## src/rtl/aes_axis_block_packer.sv

```systemverilog
// Packs a 32-bit AXI-Stream byte stream into 128-bit blocks for the AES-256 CTR core.
// Optional PKCS#7 padding with an extra pad block is enabled by defining AES_PACK_PKCS7_EN.
module aes_axis_block_packer #(
    parameter int         CNT_W    = 32,
    parameter logic [7:0] PAD_BYTE = 8'h00
) (
    input  logic               clk,
    input  logic               rst,
    input  logic               s_axis_tvalid,
    output logic               s_axis_tready,
    input  logic [31:0]        s_axis_tdata,
    input  logic [3:0]         s_axis_tkeep,
    input  logic               s_axis_tlast,
    output logic               m_axis_tvalid,
    input  logic               m_axis_tready,
    output logic [127:0]       m_axis_tdata,
    output logic [15:0]        m_axis_tkeep,
    output logic               m_axis_tlast,
    output logic [CNT_W-1:0]   block_count,
    output logic               err_tkeep
);

    typedef enum logic {ST_ACC = 1'b0, ST_PAD = 1'b1} state_t;

    state_t                state_reg, state_next;
    logic [1:0]            wcnt_reg;
    logic [3:0][31:0]      acc_data_reg;
    logic [3:0][3:0]       acc_keep_reg;
    logic                  m_valid_reg;
    logic [127:0]          m_data_reg;
    logic [15:0]           m_keep_reg;
    logic                  m_last_reg;
    logic [CNT_W-1:0]      count_reg;
    logic                  err_reg;

    logic                  out_free, accept, close, pad_load, go_pad, block_last, keep_bad;
    logic [1:0]            lane_sel;
    logic [3:0][31:0]      merged_data;
    logic [3:0][3:0]       merged_keep;
    logic [127:0]          data_flat, fill_data;
    logic [15:0]           keep_flat;
    logic [7:0]            pad_value;

    assign lane_sel      = 2'd3 - wcnt_reg;
    assign out_free      = !m_valid_reg || m_axis_tready;
    assign s_axis_tready = (state_reg == ST_ACC) && out_free;
    assign accept        = s_axis_tvalid && s_axis_tready;
    assign close         = accept && (s_axis_tlast || wcnt_reg == 2'd3);
    assign pad_load      = (state_reg == ST_PAD) && out_free;

    // Lanes above the write lane were filled earlier; lanes below it are still empty.
    genvar gi;
    generate
        for (gi = 0; gi < 4; gi++) begin : g_lane
            localparam logic [1:0] LANE = 2'(gi);
            assign merged_keep[gi] = (LANE == lane_sel) ? s_axis_tkeep :
                                     (LANE > lane_sel)  ? acc_keep_reg[gi] : 4'h0;
            assign merged_data[gi] = (LANE == lane_sel) ? s_axis_tdata : acc_data_reg[gi];
        end
    endgenerate

    assign keep_flat = merged_keep;
    assign data_flat = merged_data;

    generate
        for (gi = 0; gi < 16; gi++) begin : g_byte
            assign fill_data[gi*8 +: 8] = keep_flat[gi] ? data_flat[gi*8 +: 8] : pad_value;
        end
    endgenerate

`ifdef AES_PACK_PKCS7_EN
    // Every unkept byte carries the pad length; a full last block defers tlast to the pad block.
    assign pad_value  = 8'd16 - 8'($countones(keep_flat));
    assign go_pad     = close && s_axis_tlast && (keep_flat == 16'hFFFF);
    assign block_last = s_axis_tlast && !go_pad;
`else
    assign pad_value  = PAD_BYTE;
    assign go_pad     = 1'b0;
    assign block_last = s_axis_tlast;
`endif

    always_comb begin
        keep_bad = 1'b0;
        if (s_axis_tlast) begin
            case (s_axis_tkeep)
                4'hF, 4'hE, 4'hC, 4'h8, 4'h0: keep_bad = 1'b0;
                default:                      keep_bad = 1'b1;
            endcase
        end else begin
            keep_bad = (s_axis_tkeep != 4'hF);
        end
    end

    always_comb begin
        state_next = state_reg;
        case (state_reg)
            ST_ACC:  if (go_pad) state_next = ST_PAD;
            ST_PAD:  if (pad_load) state_next = ST_ACC;
            default: state_next = ST_ACC;
        endcase
    end

    always_ff @(posedge clk or posedge rst) begin
        if (rst) begin
            state_reg <= ST_ACC;
        end else begin
            state_reg <= state_next;
        end
    end

    always_ff @(posedge clk or posedge rst) begin
        if (rst) begin
            wcnt_reg     <= 2'd0;
            acc_data_reg <= '0;
            acc_keep_reg <= '0;
        end else if (accept) begin
            acc_data_reg[lane_sel] <= s_axis_tdata;
            acc_keep_reg[lane_sel] <= s_axis_tkeep;
            wcnt_reg               <= close ? 2'd0 : wcnt_reg + 2'd1;
        end
    end

    always_ff @(posedge clk or posedge rst) begin
        if (rst) begin
            m_valid_reg <= 1'b0;
            m_data_reg  <= '0;
            m_keep_reg  <= '0;
            m_last_reg  <= 1'b0;
        end else if (close) begin
            m_valid_reg <= 1'b1;
            m_data_reg  <= fill_data;
            m_keep_reg  <= keep_flat;
            m_last_reg  <= block_last;
        end else if (pad_load) begin
            m_valid_reg <= 1'b1;
            m_data_reg  <= {16{8'h10}};
            m_keep_reg  <= 16'h0000;
            m_last_reg  <= 1'b1;
        end else if (m_axis_tready) begin
            m_valid_reg <= 1'b0;
        end
    end

    always_ff @(posedge clk or posedge rst) begin
        if (rst) begin
            count_reg <= '0;
            err_reg   <= 1'b0;
        end else begin
            if (m_valid_reg && m_axis_tready) count_reg <= count_reg + CNT_W'(1);
            if (accept && keep_bad)           err_reg   <= 1'b1;
        end
    end

    assign m_axis_tvalid = m_valid_reg;
    assign m_axis_tdata  = m_data_reg;
    assign m_axis_tkeep  = m_keep_reg;
    assign m_axis_tlast  = m_last_reg;
    assign block_count   = count_reg;
    assign err_tkeep     = err_reg;

endmodule

```

## config.mk

```make
export PLATFORM = sky130hd
export DESIGN_NAME = aes_axis_block_packer
export DESIGN_NICKNAME = d
export VERILOG_FILES = /design/src/rtl/aes_axis_block_packer.sv
export SDC_FILE = /design/constraint.sdc
export NUM_CORES = 1
export LEC_CHECK = 0
export ABC_AREA = 1
export CORE_UTILIZATION = 25
export CTS_BUF_LIST = sky130_fd_sc_hd__clkbuf_8 sky130_fd_sc_hd__clkbuf_16
export DETAILED_ROUTE_END_ITERATION = 16
export GPL_TIMING_DRIVEN = 0
export PLACE_DENSITY_LB_ADDON = 0.25
export SLEW_MARGIN = 20
export SYNTH_ARGS = -nofsm -noshare
export SYNTH_HDL_FRONTEND = slang
export SYNTH_SLANG_ARGS = --single-unit
```

## constraint.sdc

```tcl
create_clock -name clk -period 13.8 [get_ports clk]
set_clock_uncertainty 0.05 [all_clocks]
set_input_delay 2.76 -clock clk [delete_from_list [all_inputs] [get_ports clk]]
set_output_delay 2.76 -clock clk [all_outputs]
set_load 0.005 [all_outputs]
```

**Word level (Yosys, flattened, before mapping)**

Index checks and enable logic that the tools add are counted.

- Register bits after elaboration: 326
- Bits of input ports: 41
- Output and inout port bits: 180

- Add/sub/neg operators: 3
- $lt $le $gt $ge: 6
- Eq/ne operators: 9
- Muxes and demuxes: 48
- Bitwise gates (word level): 1
- Reduce and logical (&&, ||, !) cells: 15

Operators with widths:

| kind | count |
|---|---|
| $mux W128 | 2 |
| $mux W32 | 5 |
| $bwmux W128 | 1 |
| $mux W8 | 16 |
| $demux W32 S2 | 1 |
| $mux W4 | 9 |
| $add A32 B1 Y32 const B | 1 |
| $mux W16 | 2 |
| $bwmux W16 | 1 |
| $eq A4 B4 Y1 const B | 4 |
| $demux W4 S2 | 1 |
| $mux W1 | 8 |
| $logic_and A1 B1 Y1 | 7 |
| $reduce_or A5 Y1 | 1 |
| $eq A2 B2 Y1 const A | 2 |
| $gt A1 B2 Y1 const A | 2 |
| $gt A2 B2 Y1 const A | 2 |
| $logic_not A4 Y1 | 1 |
| $ne A4 B4 Y1 const B | 1 |
| $lt A2 B3 Y1 const B | 1 |
| $reduce_bool A3 Y1 | 1 |
| $add A2 B1 Y2 const B | 1 |
| $eq A1 B2 Y1 const A | 1 |
| $eq A2 B2 Y1 const B | 1 |
| 9 further kinds | 10 |

**Longest topological paths before layout**

Gate-level depths: netlist of run 1.

- Depth in word-level cells: 6
- Gate-level depth with buffers: 10
- Gate-level depth less buffers: 9

**Least setup slack after synthesis of run 1**

Ideal clock, no wire load.

- Kind: input -> output
- Start point: in m_axis_tready
- End point: out s_axis_tready
- Arrival: 3.000 ns
- Data required time: 10.990 ns
- Setup slack: 7.990 ns
- Stages on the path: 4
- Path buffers: 0
- Cell sequence: inv_1 -> nand2_2 -> nand2_2 -> inv_1

- Word-level cells in the longest chain between the ends: 2

Ends and longest elaborated chain:

| element | line | source |
|---|---|---|
| from (decl) | 15 | `input logic m_axis_tready,` |
| $logic_or A1 B1 Y1 | 45 | `assign out_free = !m_valid_reg \|\| m_axis_tready;` |
| $logic_and A1 B1 Y1 | 46 | `assign s_axis_tready = (state_reg == ST_ACC) && out_free;` |
| to (decl) | 10 | `output logic s_axis_tready,` |

Every way passes these cells.

**Worst setup path in the final report of run 1**

Same ends and word-level chain as after synthesis.

==> metrics, run 1 <==
Initial Util 25.26%; Worst-Skew Late Latency 0.56 ns; nets@finish 1,740; first-pass GRT wire length 71,450 um; HP Start acc_data_reg[96]; Worst Path Buf+Inv 4; Post-Synth Adder-Cell Area 0.5935%; gp weighted congestion 0.8668; final hold violations 0; Hold-fix buffers, CTS 0; Post-synth EDFFs 0; largest net degree at the start of global routing 86; max reg flops 128; I/O Buffers 220; final cell count without fillers 2,392; Row Count 82; min cycle time layout 7.001 ns; Max IR drop VDD 0.08060 mV; worst hold path type reg2reg; Post-Synth Simple-Gate Area 19.61%; P_sw 0.9586 mW; share of layout cells above drive strength 1 8.377%; Area contributors post-synth dfrtp_1 (57%), nand2_1 (9.9%), o21ai_0 (8.6%), nand3_1 (6.1%), o21ai_1 (3.0%); clock sink count 290; sequential share of power 41.0%; Slew HR 44.76%; H-tree depth 2; Placeable Area 50,070 um2; cell family with most CP delay buffers and inverters; total iterations of the first detailed-routing run 6; FFs w/ async S/R, synth 100.0%; Setup crit end kind output port; CP Depth 6; worst r2r src wcnt_reg[1]; CTS tree built; Primary FF master, synth dfrtp_1; post-DP HPWL 34,820 um; CP Class in2out; CP startpoint m_axis_tready; final setup fails 0; DRT iter0 DRCs 888; Filler cells 5,193; mux cell area share after synthesis 0%; Distinct cells, synth 30; Synth Warn # 0; total CTS buffers 36; ratio of final minimum period to clock period 50.73%; PwrDens 173.3 nW/um2; crit path capture s_axis_tready; IO Count 221; DR WL/cell 19.73 um; vias in the first global route 11,230; Max stage delay on crit path 0.53 ns; Final WS setup 6.799 ns; die area 51,500 um2; DRC viols 0; largest family of logic cells by synthesized area simple AND/OR/NAND/NOR gates; GRT overflow 0; final wirelength 47,210 um; R2R setup slack 11.20 ns; top cell type by total area after synthesis dfrtp_1; Compound-Gate Fraction of Synth Area 15.05%; Die Ht 226.9 um; outcome completed; placed insts 2,327; Yosys reg bits 290; most instantiated cells after synthesis nand2_1 (333), dfrtp_1 (290), o21ai_0 (218); Synth Net Count 1,479; Worst Max-Slew Pin Slew 0.8200 ns; synthesized area per cell 8.834 um2; Slew Viols, Final 0; antenna violations before repair 1; R2R Path End m_axis_tdata[95]; # Post-CTS Setup Buffers 0; Worst-path clk slew 0.06 ns; Fin Setup TNS 0 ns; most frequent cell after synthesis nand2_1; top cell type's share of synthesized area 57.37%; CP Launch Type primary input; R2R depth 7; Die X 226.9 um; Area Growth Syn to Fin 34.39%; ANT nets after route 0; post_cts resized 0; Critical-path top delay cell clkdlybuf4s50_1; cell count after synthesis 1,432; GRT Total Usage 18.61%; Max clock buf depth 3; Worst Path Required 10.99 ns; P_int 1.987 mW; power share of the clock group 32.9%; Comb pwr share 26.1%; vias per cell 4.693; fmax 142.8 MHz; CTS Root Buffer Type clkbuf_16; sequential-to-total area share from yosys stat 57.37%; max-cap viol count 0; critical-path cell list clkdlybuf4s50_1 -> inv_1 -> nand2_2 -> nand2_2 -> inv_1 -> clkdlybuf4s50_1; leak pwr 7.490 nW; routed vias 11,230; Synth Area in XOR/XNOR 1.454%; unrepaired setup endpoints after global routing false; Sw Share 32.54%; post-synthesis instance area 12,650 um2; worst-path maximum fanout 3; CP arrival 4.19 ns; DP Worst Slack 6.845 ns
cell type report:
class                      instances  area, um2  area share (%)
sequential                       290       7257           42.69
tap                              672      840.8           4.946
buffer                            82      375.4           2.208
timing repair buffer             223       2285           13.44
inverter                          99      380.4           2.237
clock buffer                      46       1050           6.175
multi-input combinational        961       4644           27.32
antenna                            1      2.502         0.01472
clock inverter                    18      165.2          0.9715
layout by cell type, fill, tap and decap left out, drive strengths merged:
master | Yosys | routed
clkdlybuf4s50 | 0 | 220
a21oi | 20 | 20
diode | 0 | 1
nand2 | 343 | 343
nor2 | 73 | 73
bufinv | 0 | 2
o211ai | 1 | 1
o21ai | 323 | 323
inv | 98 | 109
clkinvlp | 0 | 1
clkinv | 1 | 5
o21a | 9 | 9
buf | 47 | 50
clkbuf | 35 | 81
nand4 | 7 | 7
nand3 | 155 | 155
xnor2 | 9 | 9
ha | 6 | 6
a21o | 1 | 1
xor2 | 12 | 12
dfrtp | 290 | 290
nor3 | 2 | 2
worst min-delay path by stage:
stage	end	depth (start not counted)	slack, ns
floorplan	acc_keep_reg[12]	2	0.39
global placement	acc_keep_reg[13]	2	0.41
detailed placement	err_tkeep	1	0.41
CTS	acc_keep_reg[12]	2	0.43
global route	acc_data_reg[71]	2	0.44
finish	acc_data_reg[96]	2	0.43
cells by family (layout without fill, tap and decap cells):
family	Yosys count	after routing
XOR/XNOR	21	21
AO/OA/AOI/OAI	354	354
adder cells (fa/ha/maj)	6	6
buffers and inverters	181	468
AND/OR/NAND/NOR	580	580
flip-flops	290	290
other	0	1
power by group through the flow:
| stage | combinational, mW | sequential [mW] | clock, mW |
|---|---|---|---|
| after floorplan | 0.390 | 1.19 | 0 |
| after global placement | 0.757 | 1.22 | 0 |
| after detailed placement | 0.774 | 1.22 | 0 |
| after CTS | 0.778 | 1.21 | 0.990 |
| after global routing | 0.862 | 1.24 | 1.03 |
| final | 0.770 | 1.21 | 0.968 |
tightest hold or removal path, stage by stage (launching register included):
cell     delay (ns)
dfrtp_1        0.33
nand2_1        0.05
o21ai_0        0.06
through the flow:
step | total power [mW] | util, % | hold slack, ns | instance area [um2]
floorplan | 1.583 | - | 0.3926 | 12650
global placement | 1.973 | 31.34 | 0.4085 | 15690
detailed placement | 1.993 | 31.52 | 0.4124 | 15780
CTS | 2.976 | 33.95 | 0.4272 | 17000
global route | 3.130 | 33.95 | 0.4440 | 17000
finish | 2.945 | 33.95 | 0.4290 | 17000
routing by layer:
metal	share of wire [%]	GRT usage, %	up-vias
li1	-	-	5247
met1	43	24.04	5530
met2	47	30.87	365
met3	6.2	4.285	83
met4	2.8	5.629	0
met5	0	0	-
Note: power is estimated with default switching activity, not from simulation.
==> inputs of run 2 (changes only) <==
Clock period 13.8 ns to 7.1 ns, I/O delays scaled along.
==> metrics, run 2 (synthesis results as in run 1) <==
outcome completed; total iterations of the first detailed-routing run 5; Worst Max-Slew Pin Slew 0.8529 ns; CP arrival 2.69 ns; max-cap viol count 0; Worst Path Required 5.63 ns; I/O Buffers 220; Setup crit end kind output port; final wirelength 46,490 um; PwrDens 332.0 nW/um2; worst hold path type reg2reg; Placeable Area 50,070 um2; min cycle time layout 4.160 ns; critical-path cell list clkdlybuf4s50_1 -> inv_1 -> nand2_2 -> nand2_2 -> inv_1 -> clkdlybuf4s50_1; Worst-Skew Late Latency 0.56 ns; DR WL/cell 19.40 um; routed vias 11,140; DRC viols 0; Total Power 5.683 mW; Die X 226.9 um; Final WS setup 2.940 ns; fmax 240.4 MHz; Area after DPL 15,950 um2; Hold-fix buffers, CTS 0; DRT iter0 DRCs 791; met2 wire len 21,840 um; CP Launch Type primary input; max reg flops 128; vias in the first global route 11,250; leak pwr 7.551 nW; CP Class in2out; IO Count 221; Area Growth Syn to Fin 35.31%; Filler cells 5,203; Slew Viols, Final 0; antenna violations before repair 0; Max IR drop VDD 0.1623 mV; CTS Root Buffer Type clkbuf_16; fin area 17,120 um2; # Post-CTS Setup Buffers 0; largest net degree at the start of global routing 34; Worst-path clk slew 0.06 ns; Critical-path top delay cell clkdlybuf4s50_1; post_cts resized 0; Row Count 82; Slew HR 43.14%; GRT Total Usage 18.34%; clock sink count 290; final hold violations 0; gp weighted congestion 0.8673; Initial Util 25.26%; final setup fails 0; post-DP HPWL 35,230 um; ratio of final minimum period to clock period 58.59%; nets@finish 1,748; unrepaired setup endpoints after global routing false; multi-input logic area 4644 um2; final hold slack 0.4152 ns; vias per cell 4.646; routed wl met3 2700 um; commonest non-fill, non-tap cells in the layout nand2_1 (333), dfrtp_1 (290), clkdlybuf4s50_1 (220); DP Worst Slack 2.944 ns; Die Ht 226.9 um; die area 51,500 um2; H-tree depth 2; top layer in use met4; GRT overflow 0; first-pass GRT wire length 70,530 um; CTS tree built; n_diodes 0; worst-path maximum fanout 3; share of layout cells above drive strength 1 8.580%; Max stage delay on crit path 0.50 ns; Routed met1 length 20,580 um; Fin Setup TNS 0 ns; ANT nets after route 0; FF+latch area 7257 um2; total CTS buffers 36; leading cell type in the layout, fill and taps excluded nand2_1; Max clock buf depth 3
==> run 2: final timing paths <==
path,slack (ns),depth (start not counted),start,to
max in group asynchronous,4.34,8,rst,m_axis_tdata[15]
max,2.94,6,m_axis_tready,s_axis_tready
max reg2reg,4.48,7,wcnt_reg[1],m_axis_tdata[87]
min in group asynchronous,1.17,2,rst,block_count[7]
min,0.42,1,err_tkeep,err_tkeep
min reg2reg,0.42,1,err_tkeep,err_tkeep
==> run 2: layer usage <==
layer / track usage, % / up-vias
met5: 0 / -
met4: 5.954 / 0
met3: 4.285 / 72
met2: 30.09 / 359
met1: 23.79 / 5427
li1: - / 5279
==> run 2: through the flow <==
stage                     instances  util, %
after floorplan                1432        -
after global placement         2324    31.35
after detailed placement       2335    31.85
after CTS                      2397    34.19
after global routing           2397    34.19
final                          2397    34.19
==> run 2: worst max-delay path: cells and delay by family <==
family	cells	cell delay (ns)
buffers and inverters	4	1.11
and+or+nand+nor	2	0.15
==> run 2: cell type report <==
type / count / share of cell area, %
clock inverter: 19 / 0.9430
multi-input combinational: 961 / 27.13
clock buffer: 43 / 5.892
sequential: 290 / 42.40
inverter: 99 / 2.200
buffer: 82 / 2.193
timing repair buffer: 231 / 14.33
tap: 672 / 4.912
==> run 2: report_power, final <==
part / total (mW) / switching, mW / internal [mW]
Clock: 1.83 / 0.746 / 1.09
Sequential: 2.36 / 0.266 / 2.09
Combinational: 1.50 / 0.837 / 0.660
Total: 5.68 / 1.85 / 3.83
==> inputs of run 3 (changes only) <==
Clock period 7.1 ns to 3.5 ns, I/O delays scaled along.
==> results of run 3 <==
The final DEF is identical to that of run 2. Status: completed.
Main changes from that run: setup slack after placement 2.944 ns -> 0.6486 ns; setup slack after layout 2.940 ns -> 0.7800 ns; register-to-register setup slack 4.48 ns -> 0.88 ns; total power 5.683 mW -> 11.53 mW; worst IR drop on VDD 0.1623 mV -> 0.3292 mV
